===== src/rtl/sram_arb_pkg.sv =====
// sram_arb_pkg: shared tag type and counter width for the SRAM port arbiter
package sram_arb_pkg;
  localparam int CNT_W = 16;
  typedef struct packed {
    logic rd;
    logic oob;
    logic id;
  } tag_t;
endpackage


===== src/rtl/sram_arb_tag_pipe.sv =====
// sram_arb_tag_pipe: RD_LAT-deep shift register of read tags
module sram_arb_tag_pipe
  import sram_arb_pkg::*;
#(
  parameter int RD_LAT = 1
) (
  input  logic clk,
  input  logic rst,
  input  tag_t i_tag,
  output tag_t o_tag
);
  tag_t [RD_LAT-1:0] r_sh;
  if (RD_LAT == 1) begin : g_one
    always_ff @(posedge clk) r_sh <= rst ? '0 : i_tag;
  end else begin : g_many
    always_ff @(posedge clk) r_sh <= rst ? '0 : {r_sh[RD_LAT-2:0], i_tag};
  end
  assign o_tag = r_sh[RD_LAT-1];
endmodule


===== src/rtl/sram_port_arb.sv =====
// sram_port_arb: two-requester round-robin arbiter in front of a single-port SRAM
module sram_port_arb
  import sram_arb_pkg::*;
#(
  parameter int M      = 2,
  parameter int KMAX   = 2,
  parameter int DATA_W = 32,
  parameter int BYTE_W = DATA_W / 8,
  parameter int RD_LAT = 1,
  parameter int ROW_W  = (M > 1) ? $clog2(M) : 1,
  parameter int K_W    = (KMAX > 1) ? $clog2(KMAX) : 1
) (
  input  logic                  clk,
  input  logic                  rst,
  input  logic                  hold,
  input  logic [1:0]            req_valid,
  output logic [1:0]            req_ready,
  input  logic [1:0]            req_we,
  input  logic [2*ROW_W-1:0]    req_row,
  input  logic [2*K_W-1:0]      req_k,
  input  logic [2*DATA_W-1:0]   req_wdata,
  input  logic [2*BYTE_W-1:0]   req_wmask,
  output logic [1:0]            rsp_valid,
  output logic [DATA_W-1:0]     rsp_data,
  output logic                  w_en,
  output logic                  w_re,
  output logic                  w_we,
  output logic [ROW_W-1:0]      w_row,
  output logic [K_W-1:0]        w_k,
  output logic [DATA_W-1:0]     w_wdata,
  output logic [BYTE_W-1:0]     w_wmask,
  input  logic [DATA_W-1:0]     w_rdata,
  input  logic                  w_rvalid,
  output logic [2*CNT_W-1:0]    gnt_cnt,
  output logic                  proto_err,
  output logic                  oob_err
);
  logic                   r_rr_ptr;
  logic [1:0][CNT_W-1:0]  r_cnt;
  logic [RD_LAT-1:0]      r_quiet;
  logic [1:0]             w_req;
  logic                   w_any, w_gid, w_oob, w_issue, w_sel_we, w_expect;
  logic [ROW_W-1:0]       w_sel_row;
  logic [K_W-1:0]         w_sel_k;
  tag_t                   w_tag_in, w_tag_out;
  assign w_req     = req_valid & {2{~(hold | rst)}};
  assign w_any     = |w_req;
  assign w_gid     = &w_req ? r_rr_ptr : w_req[1];
  assign req_ready = w_any ? (w_gid ? 2'b10 : 2'b01) : 2'b00;
  assign w_sel_row = w_gid ? req_row[2*ROW_W-1:ROW_W] : req_row[ROW_W-1:0];
  assign w_sel_k   = w_gid ? req_k[2*K_W-1:K_W] : req_k[K_W-1:0];
  assign w_sel_we  = w_gid ? req_we[1] : req_we[0];
  assign w_oob     = (32'(w_sel_row) >= 32'(M)) || (32'(w_sel_k) >= 32'(KMAX));
  assign w_issue   = w_any & ~w_oob;
  assign w_en      = w_issue;
  assign w_we      = w_issue & w_sel_we;
  assign w_re      = w_issue & ~w_sel_we;
  assign w_row     = w_issue ? w_sel_row : '0;
  assign w_k       = w_issue ? w_sel_k : '0;
  assign w_wdata   = w_issue ? (w_gid ? req_wdata[2*DATA_W-1:DATA_W] : req_wdata[DATA_W-1:0]) : '0;
  assign w_wmask   = w_issue ? (w_gid ? req_wmask[2*BYTE_W-1:BYTE_W] : req_wmask[BYTE_W-1:0]) : '0;
  assign w_tag_in  = {w_any & ~w_sel_we, w_oob, w_gid};
  sram_arb_tag_pipe #(.RD_LAT(RD_LAT)) u_tag_pipe (
    .clk   (clk),
    .rst   (rst),
    .i_tag (w_tag_in),
    .o_tag (w_tag_out)
  );
  assign w_expect  = w_tag_out.rd & ~w_tag_out.oob;
  assign rsp_valid = (rst || !w_tag_out.rd) ? 2'b00 :
                     {w_tag_out.id, ~w_tag_out.id} & {2{w_tag_out.oob | w_rvalid}};
  assign rsp_data  = (~rst & w_expect & w_rvalid) ? w_rdata : '0;
  assign gnt_cnt   = r_cnt;
  always_ff @(posedge clk) begin
    r_rr_ptr  <= rst ? 1'b0 : (w_any ? ~w_gid : r_rr_ptr);
    r_quiet   <= rst ? '1 : r_quiet >> 1;
    oob_err   <= ~rst & (oob_err | (w_any & w_oob));
    proto_err <= ~rst & (proto_err | (~r_quiet[0] & (w_expect ^ w_rvalid)));
    for (int i = 0; i < 2; i++)
      r_cnt[i] <= rst ? '0 : r_cnt[i] + CNT_W'(w_any && (w_gid == i[0]) && (r_cnt[i] != '1));
  end
endmodule


===== config.mk =====
export PLATFORM = sky130hd
export DESIGN_NAME = sram_port_arb
export DESIGN_NICKNAME = d
export VERILOG_FILES = /design/src/rtl/sram_arb_pkg.sv /design/src/rtl/sram_arb_tag_pipe.sv /design/src/rtl/sram_port_arb.sv
export SDC_FILE = /design/constraint.sdc
export NUM_CORES = 1
export LEC_CHECK = 0
export CORE_AREA = 4 4 86 88
export DETAILED_ROUTE_END_ITERATION = 7
export DIE_AREA = 0 0 90 92
export DONT_BUFFER_PORTS = 1
export GPL_TIMING_DRIVEN = 0
export PLACE_DENSITY = 0.55
export SETUP_SLACK_MARGIN = 0.05
export SLEW_MARGIN = 25
export SYNTH_ARGS = -nofsm -noshare
export SYNTH_HDL_FRONTEND = slang
export SYNTH_SLANG_ARGS = --single-unit

===== constraint.sdc =====
create_clock -name clk -period 2.8 [get_ports clk]
set_input_delay 0.56 -clock clk [delete_from_list [all_inputs] [get_ports clk]]
set_output_delay 0.56 -clock clk [all_outputs]
set_load 0.03 [all_outputs]

==> impl_metrics.toml, run 1 <==
[floorplan]
fp.dieW_microns = 90
die-area_sq_um = 8280
start_util_pct = 37.25
core_area_sq_um = 6644
die_h_microns = 92
ios = 227
num_rows = 30

[final_layout]
num-fill-cells = 680
diodes = 0
multi_input_area_sq_um = 1693
layout-drive-gt1-share_pct = 12.71
fin_nets = 483
seq_area_sq_um = 760.7
area_growth_syn_to_layout_pct = 11.58

[timing]
fin_crit_sh_pct = 93.24
final-hold-violation-count = 0
finClkSkew_ns = 0.009574
max_clock_freq_mhz = 383.0
setup_viol = 0
tns_ns = 0
fin_ws_ns = 0.1893
slew_violations = 0
slew_headroom_pct = 49.89
tightest_slew_ns = 0.7540
fin_crit_ns = 2.611
rsz0062_at_grt = "no"

[synthesis]
yosys.area.top_type_share_pct = 30.74
synthAdderAreaFrac_pct = 3.033
synth_area_per_cell_sq_um = 6.991
synth_nets = 476
synth_top_area_cell = "dfxtp_1"
ys_warn_count = 0
synth_xor_area_share_pct = 8.493
synthMuxAreaShare_pct = 0.4044
synth_edf_count = 0
seq_area_frac_synth_pct = 30.74
synth-simple-area-share_pct = 41.61
netlist_instances = 354
yosysMostFrequentCell = "nand2_1"
ys_async_sr_fraction_pct = 0
syn-cell-area_sq_um = 2475
synth_top_family_by_area = "simple AND/OR/NAND/NOR gates"
synth.area.top_cells = "dfxtp_1 31%, nand2_1 13%, a21oi_1 9.1%"
synthFlopType = "dfxtp_1"
synthDistinctLibCells = 31
synth-seq-cells = 38
synth_compound_area_share_pct = 11.17
synth_top_cells_by_count = "88 x nand2_1, 45 x a21oi_1, 38 x dfxtp_1, 36 x and2_1, 31 x nor2_1"

[clock_network]
root_buffer = "clkbuf_8"
post_cts_buffers = 0
cts_buffer_depth = 2
clk_latency_ns = 0.29
cts_num_sinks = 38
h-tree-depth = 2
path_clk_slew_ns = 0.08
cts_made_buffers = 5
tritoncts = "built"

[global_route]
track_usage_pct = 18.84
grt_overflow = 0
grt_max_degree = 13
antenna_found_initial = 0
grt_pass1_wl_microns = 12380
grt_pass1_vias = 2238

[drt]
drt-pass1-iter-count = 4
wl_per_cell_microns = 18.97
vias = 2416
drc_errors = 0
wl_microns = 8385
drt_iter0_markers = 66
via_per_inst = 5.466
ant_nets = 0

[run]
maxCapViolCount = 0

[placement]
port_buffers = 0
dp_slack_ns = 0.1083
place_congestion = 0.8652
place_hpwl_microns = 7057

[critical_path]
critPathRequiredTime_ns = 2.24
arrival_ns = 2.05
startpoint_type = "register"
worstSetupPathType = "register to output pin"
endpoint_kind = "output pin"
crit_path_max_fanout = 10

[pwr]
clockPowerShare_pct = 35.2
combPwrFrac_pct = 14.9
switching_share_pct = 30.17
vdd_ir_drop_max_v = 0.0001698
p_leak_uw = 0.001033
sequentialPowerShare_pct = 50.0
power_density_nw_per_um2 = 403.6
p_sw_uw = 336.2
intPower_uw = 778.3

[worst_hold_path]
hp-class = "primary input to register"

[outcome]
status = "completed"
-- final cells by class --
type | instances | area share, %
multi-input combinational | 290 | 61.30
clock inverter | 2 | 0.4531
clock buffer | 6 | 2.990
buffer | 20 | 3.262
sequential | 38 | 27.55
tap | 80 | 3.625
inverter | 6 | 0.8156
-- cells in the final DEF, fill, tap and decap left out, types with 2 or more instances in the layout --
cell type,n
nand2b_1,3
xor2_1,12
nor2_1,31
nand4_1,9
inv_1,5
dfxtp_1,38
nor3_2,2
clkbuf_1,11
xnor2_1,12
buf_1,3
a21oi_2,23
buf_4,3
and2_1,36
nor4_2,5
clkbuf_8,6
ha_1,6
buf_2,3
and3_1,2
and4_1,4
nand2_1,88
nor2b_1,5
or3_1,4
o21ai_0,4
nor3_1,4
nand3_1,12
a21oi_1,22
-- power groups by stage --
stage	sequential [uW]	clock, uW	combinational, uW
detailed placement	570	0	155
finish	557	392	166
floorplan	568	0	130
CTS	557	411	156
global route	558	431	179
global placement	570	0	154
-- state kept, by name, indices dropped and copies added (netlist names) --
| name | cells |
|---|---|
| r_quiet | 1 |
| proto_err | 1 |
| u_tag_pipe.o_tag | 2 |
| oob_err | 1 |
| gnt_cnt | 32 |
| r_rr_ptr | 1 |
-- cell families after synthesis --
family | Yosys count
and+or+nand+nor | 206
AOI/OAI and AO/OA | 53
DFF | 38
buffers and inverters | 26
xor gates and xnor gates | 24
adders and majority gates | 6
muxes | 1
-- through the flow --
stage	total power (uW)	hold slack (ns)	cell area, sq um	std cells	util (%)
6_report	1115	0.2931	2761	442	41.56
3_5_place_dp	725.3	0.4836	2580	434	38.83
2_1_floorplan	697.7	0.4623	2475	354	-
4_1_cts	1125	0.2802	2675	442	40.26
5_1_grt	1169	0.2704	2761	442	41.56
3_3_place_gp	723.7	0.4846	2575	434	38.76
-- layer usage --
| metal | GRT usage, % | share of wire, % | vias up |
|---|---|---|---|
| met5 | 0 | 0 | - |
| met3 | 5.168 | 7.9 | 9 |
| met4 | 6.122 | 2.0 | 0 |
| li1 | - | - | 1187 |
| met1 | 22.42 | 39 | 1111 |
| met2 | 32.79 | 51 | 109 |
-- critical path, stage by stage, from the launching register on --
cell and delay, ns:
dfxtp_1 0.33, nand2b_1 0.15, nand3_1 0.23, clkbuf_1 0.34, nand2_1 0.10, a21oi_1 0.62
-- worst paths after layout --
| path | start | end | slack, ns | cells after the start |
|---|---|---|---|---|
| worst max-delay path | r_rr_ptr$_SDFFE_PP0P_ | w_wdata[14] | 0.19 | 5 |
| worst min-delay path | rst | r_quiet$_DFF_P_ | 0.29 | 0 |
| worst max register to register | gnt_cnt[4]$_SDFF_PP0_ | gnt_cnt[7]$_SDFF_PP0_ | 0.41 | 9 |
| worst min register to register | r_rr_ptr$_SDFFE_PP0P_ | r_rr_ptr$_SDFFE_PP0P_ | 0.51 | 1 |
-- what timing repair did --
action | in CTS | in global routing
gates resized for setup | 0 | 23
endpoints found under the setup margin | 0 | 23
endpoints found under the hold margin | 0 | 0
hold buffers | 0 | 0
Note: power is estimated with default switching activity, not from simulation.
==> run 2, diff against run 1 <==
--- a/config.mk
+++ b/config.mk
@@ -5,12 +5,12 @@
 export SDC_FILE = /design/constraint.sdc
 export NUM_CORES = 1
 export LEC_CHECK = 0
-export CORE_AREA = 4 4 86 88
+export BUFFER_PORTS_ARGS = -buffer_cell sky130_fd_sc_hd__buf_2
+export CORE_MARGIN = 4
+export CORE_UTILIZATION = 38
 export DETAILED_ROUTE_END_ITERATION = 7
-export DIE_AREA = 0 0 90 92
-export DONT_BUFFER_PORTS = 1
 export GPL_TIMING_DRIVEN = 0
-export PLACE_DENSITY = 0.55
+export PLACE_DENSITY = 0.86
 export SETUP_SLACK_MARGIN = 0.05
 export SLEW_MARGIN = 25
 export SYNTH_ARGS = -nofsm -noshare
==> impl_metrics.toml, run 2 (synthesis results as in run 1) <==
[drt]
drt-pass1-iter-count = 5
via_per_inst = 4.902
drc_errors = 0
wl_per_cell_microns = 14.11
met1_length_microns = 3503
top_layer = "met4"
wl_microns = 9353
drt_iter0_markers = 102
vias = 3250
ant_nets = 0
wl_met2_microns = 4983
wl_met3_microns = 562

[placement]
port_buffers = 226
place_congestion = 0.8885
place_hpwl_microns = 7858
dp_cells = 657

[timing]
rsz0062_at_grt = "no"
fin_crit_ns = 2.649
max_clock_freq_mhz = 377.6
slew_violations = 0
setup_viol = 0
final-hold-violation-count = 0
fin_crit_sh_pct = 94.59
slew_headroom_pct = 67.37
tightest_slew_ns = 0.4894
finClkSkew_ns = 0.009842
holdWs_ns = 0.4686

[global_route]
grt_pass1_wl_microns = 13700
track_usage_pct = 21.86
grt_overflow = 0
grt_max_degree = 11
grt_pass1_vias = 2893
antenna_found_initial = 0

[final_layout]
seq_area_sq_um = 760.7
largest_reg_flops = 32
stdcell_count = 663
layout-drive-gt1-share_pct = 42.15
diodes = 0
fin_nets = 709
final_common_cell = "buf_2"
final_cell_mix = "229 x buf_2, 88 x nand2_1, 45 x a21oi_1, 38 x dfxtp_1, 36 x and2_1"
multi_input_area_sq_um = 1602
area_growth_syn_to_layout_pct = 52.98
num-fill-cells = 589

[floorplan]
fp.dieW_microns = 88.70
die-area_sq_um = 7868
start_util_pct = 38.98
ios = 227
core_area_sq_um = 6350
num_rows = 29
die_h_microns = 88.70

[pwr]
p_leak_uw = 0.002091
vdd_ir_drop_max_v = 0.0003094
power_density_nw_per_um2 = 310.2
clockPowerShare_pct = 30.8
sequentialPowerShare_pct = 46.9
combPwrFrac_pct = 22.3
p_total_uw = 1175
p_sw_uw = 332.5
switching_share_pct = 28.31
intPower_uw = 842.0

[clock_network]
post_cts_buffers = 0
cts_num_sinks = 38
h-tree-depth = 2
cts_made_buffers = 5
clk_latency_ns = 0.29
ctsResizeCount = 0
cts_buffer_depth = 2
cts_hold_buf = 0
tritoncts = "built"
root_buffer = "clkbuf_8"
path_clk_slew_ns = 0.07

[critical_path]
crit_path_max_incr_delay_ns = 0.25
cp_cell_sequence = "buf_2, nor2_1, nand3_1, inv_2, buf_4, buf_4, nand2_1, a21oi_1, buf_2"
startpoint_type = "primary input"
r2r_slack_ns = 0.39
worstSetupPathType = "primary input to output pin"
critPathRequiredTime_ns = 2.24
slowest_stage = "nand3_1"
timing.rr.end = "gnt_cnt[30]$_SDFF_PP0_"
arrival_ns = 2.09
crit_path_max_fanout = 10
r2r.worst_path.cells = 10
endpoint_kind = "output pin"
r2r-start = "r_rr_ptr$_SDFFE_PP0P_"

[run]
maxCapViolCount = 0

[outcome]
status = "completed"

[worst_hold_path]
hold_path_end = "r_quiet$_DFF_P_"
worstHoldPathCells = 1
hp-class = "primary input to register"
hp-start = "rst"
==> run 2: changes by cell type in the layout (fill, tap and decap cells not counted) <==
cell,before,now
clkinv_2,1,0
clkbuf_2,0,1
a21oi_2,23,0
nor3_1,4,5
clkbuf_1,11,10
clkinvlp_4,1,0
nor3_2,2,1
a21oi_1,22,45
buf_2,3,229
==> run 2: metal layers <==
metal,track usage [%],vias up
li1,-,1627
met5,0,-
met2,39.81,129
met3,2.980,19
met4,8.929,0
met1,25.46,1475
==> run 2: worst max-delay path by stage <==
stage / startpoint / endpoint
detailed placement: rst / gnt_cnt[30]$_SDFF_PP0_
CTS: rst / w_wdata[15]
finish: rst / w_wdata[15]
floorplan: hold / w_wdata[25]
global placement: rst / gnt_cnt[30]$_SDFF_PP0_
global route: rst / w_wdata[15]
==> run 2: final cells by class <==
class	count	share of cell area (%)
flip-flops and latches	38	20.09
well taps	77	2.545
inverters	6	0.5948
repair buffers	226	29.87
clock buffers	6	2.181
plain buffers	20	2.412
multi-input cells	290	42.30
==> run 2: metrics by stage <==
step                      TNS [ns]  instance area (sq um)  setup slack (ns)  util [%]
after global placement           0                   3702           0.04015     58.31
after floorplan                  0                   2475            0.4304         -
after global routing             0                   3786           0.05925     59.63
final                            0                   3786            0.1514     59.63
after detailed placement  -0.07866                   3702          -0.06446     58.31
after CTS                        0                   3785            0.1340     59.61
==> run 2: power groups by stage <==
stage | Combinational (uW) | Clock, uW | Sequential [uW]
global route | 288 | 388 | 551
finish | 262 | 362 | 551
floorplan | 130 | 0 | 568
detailed placement | 262 | 0 | 563
global placement | 258 | 0 | 562
CTS | 264 | 368 | 551
==> run 2: critical path: cells and delay by family <==
family	cells	cell delay, ns
AND/OR/NAND/NOR	3	0.46
AO/OA/AOI/OAI	1	0.21
buffers and inverters	5	0.85
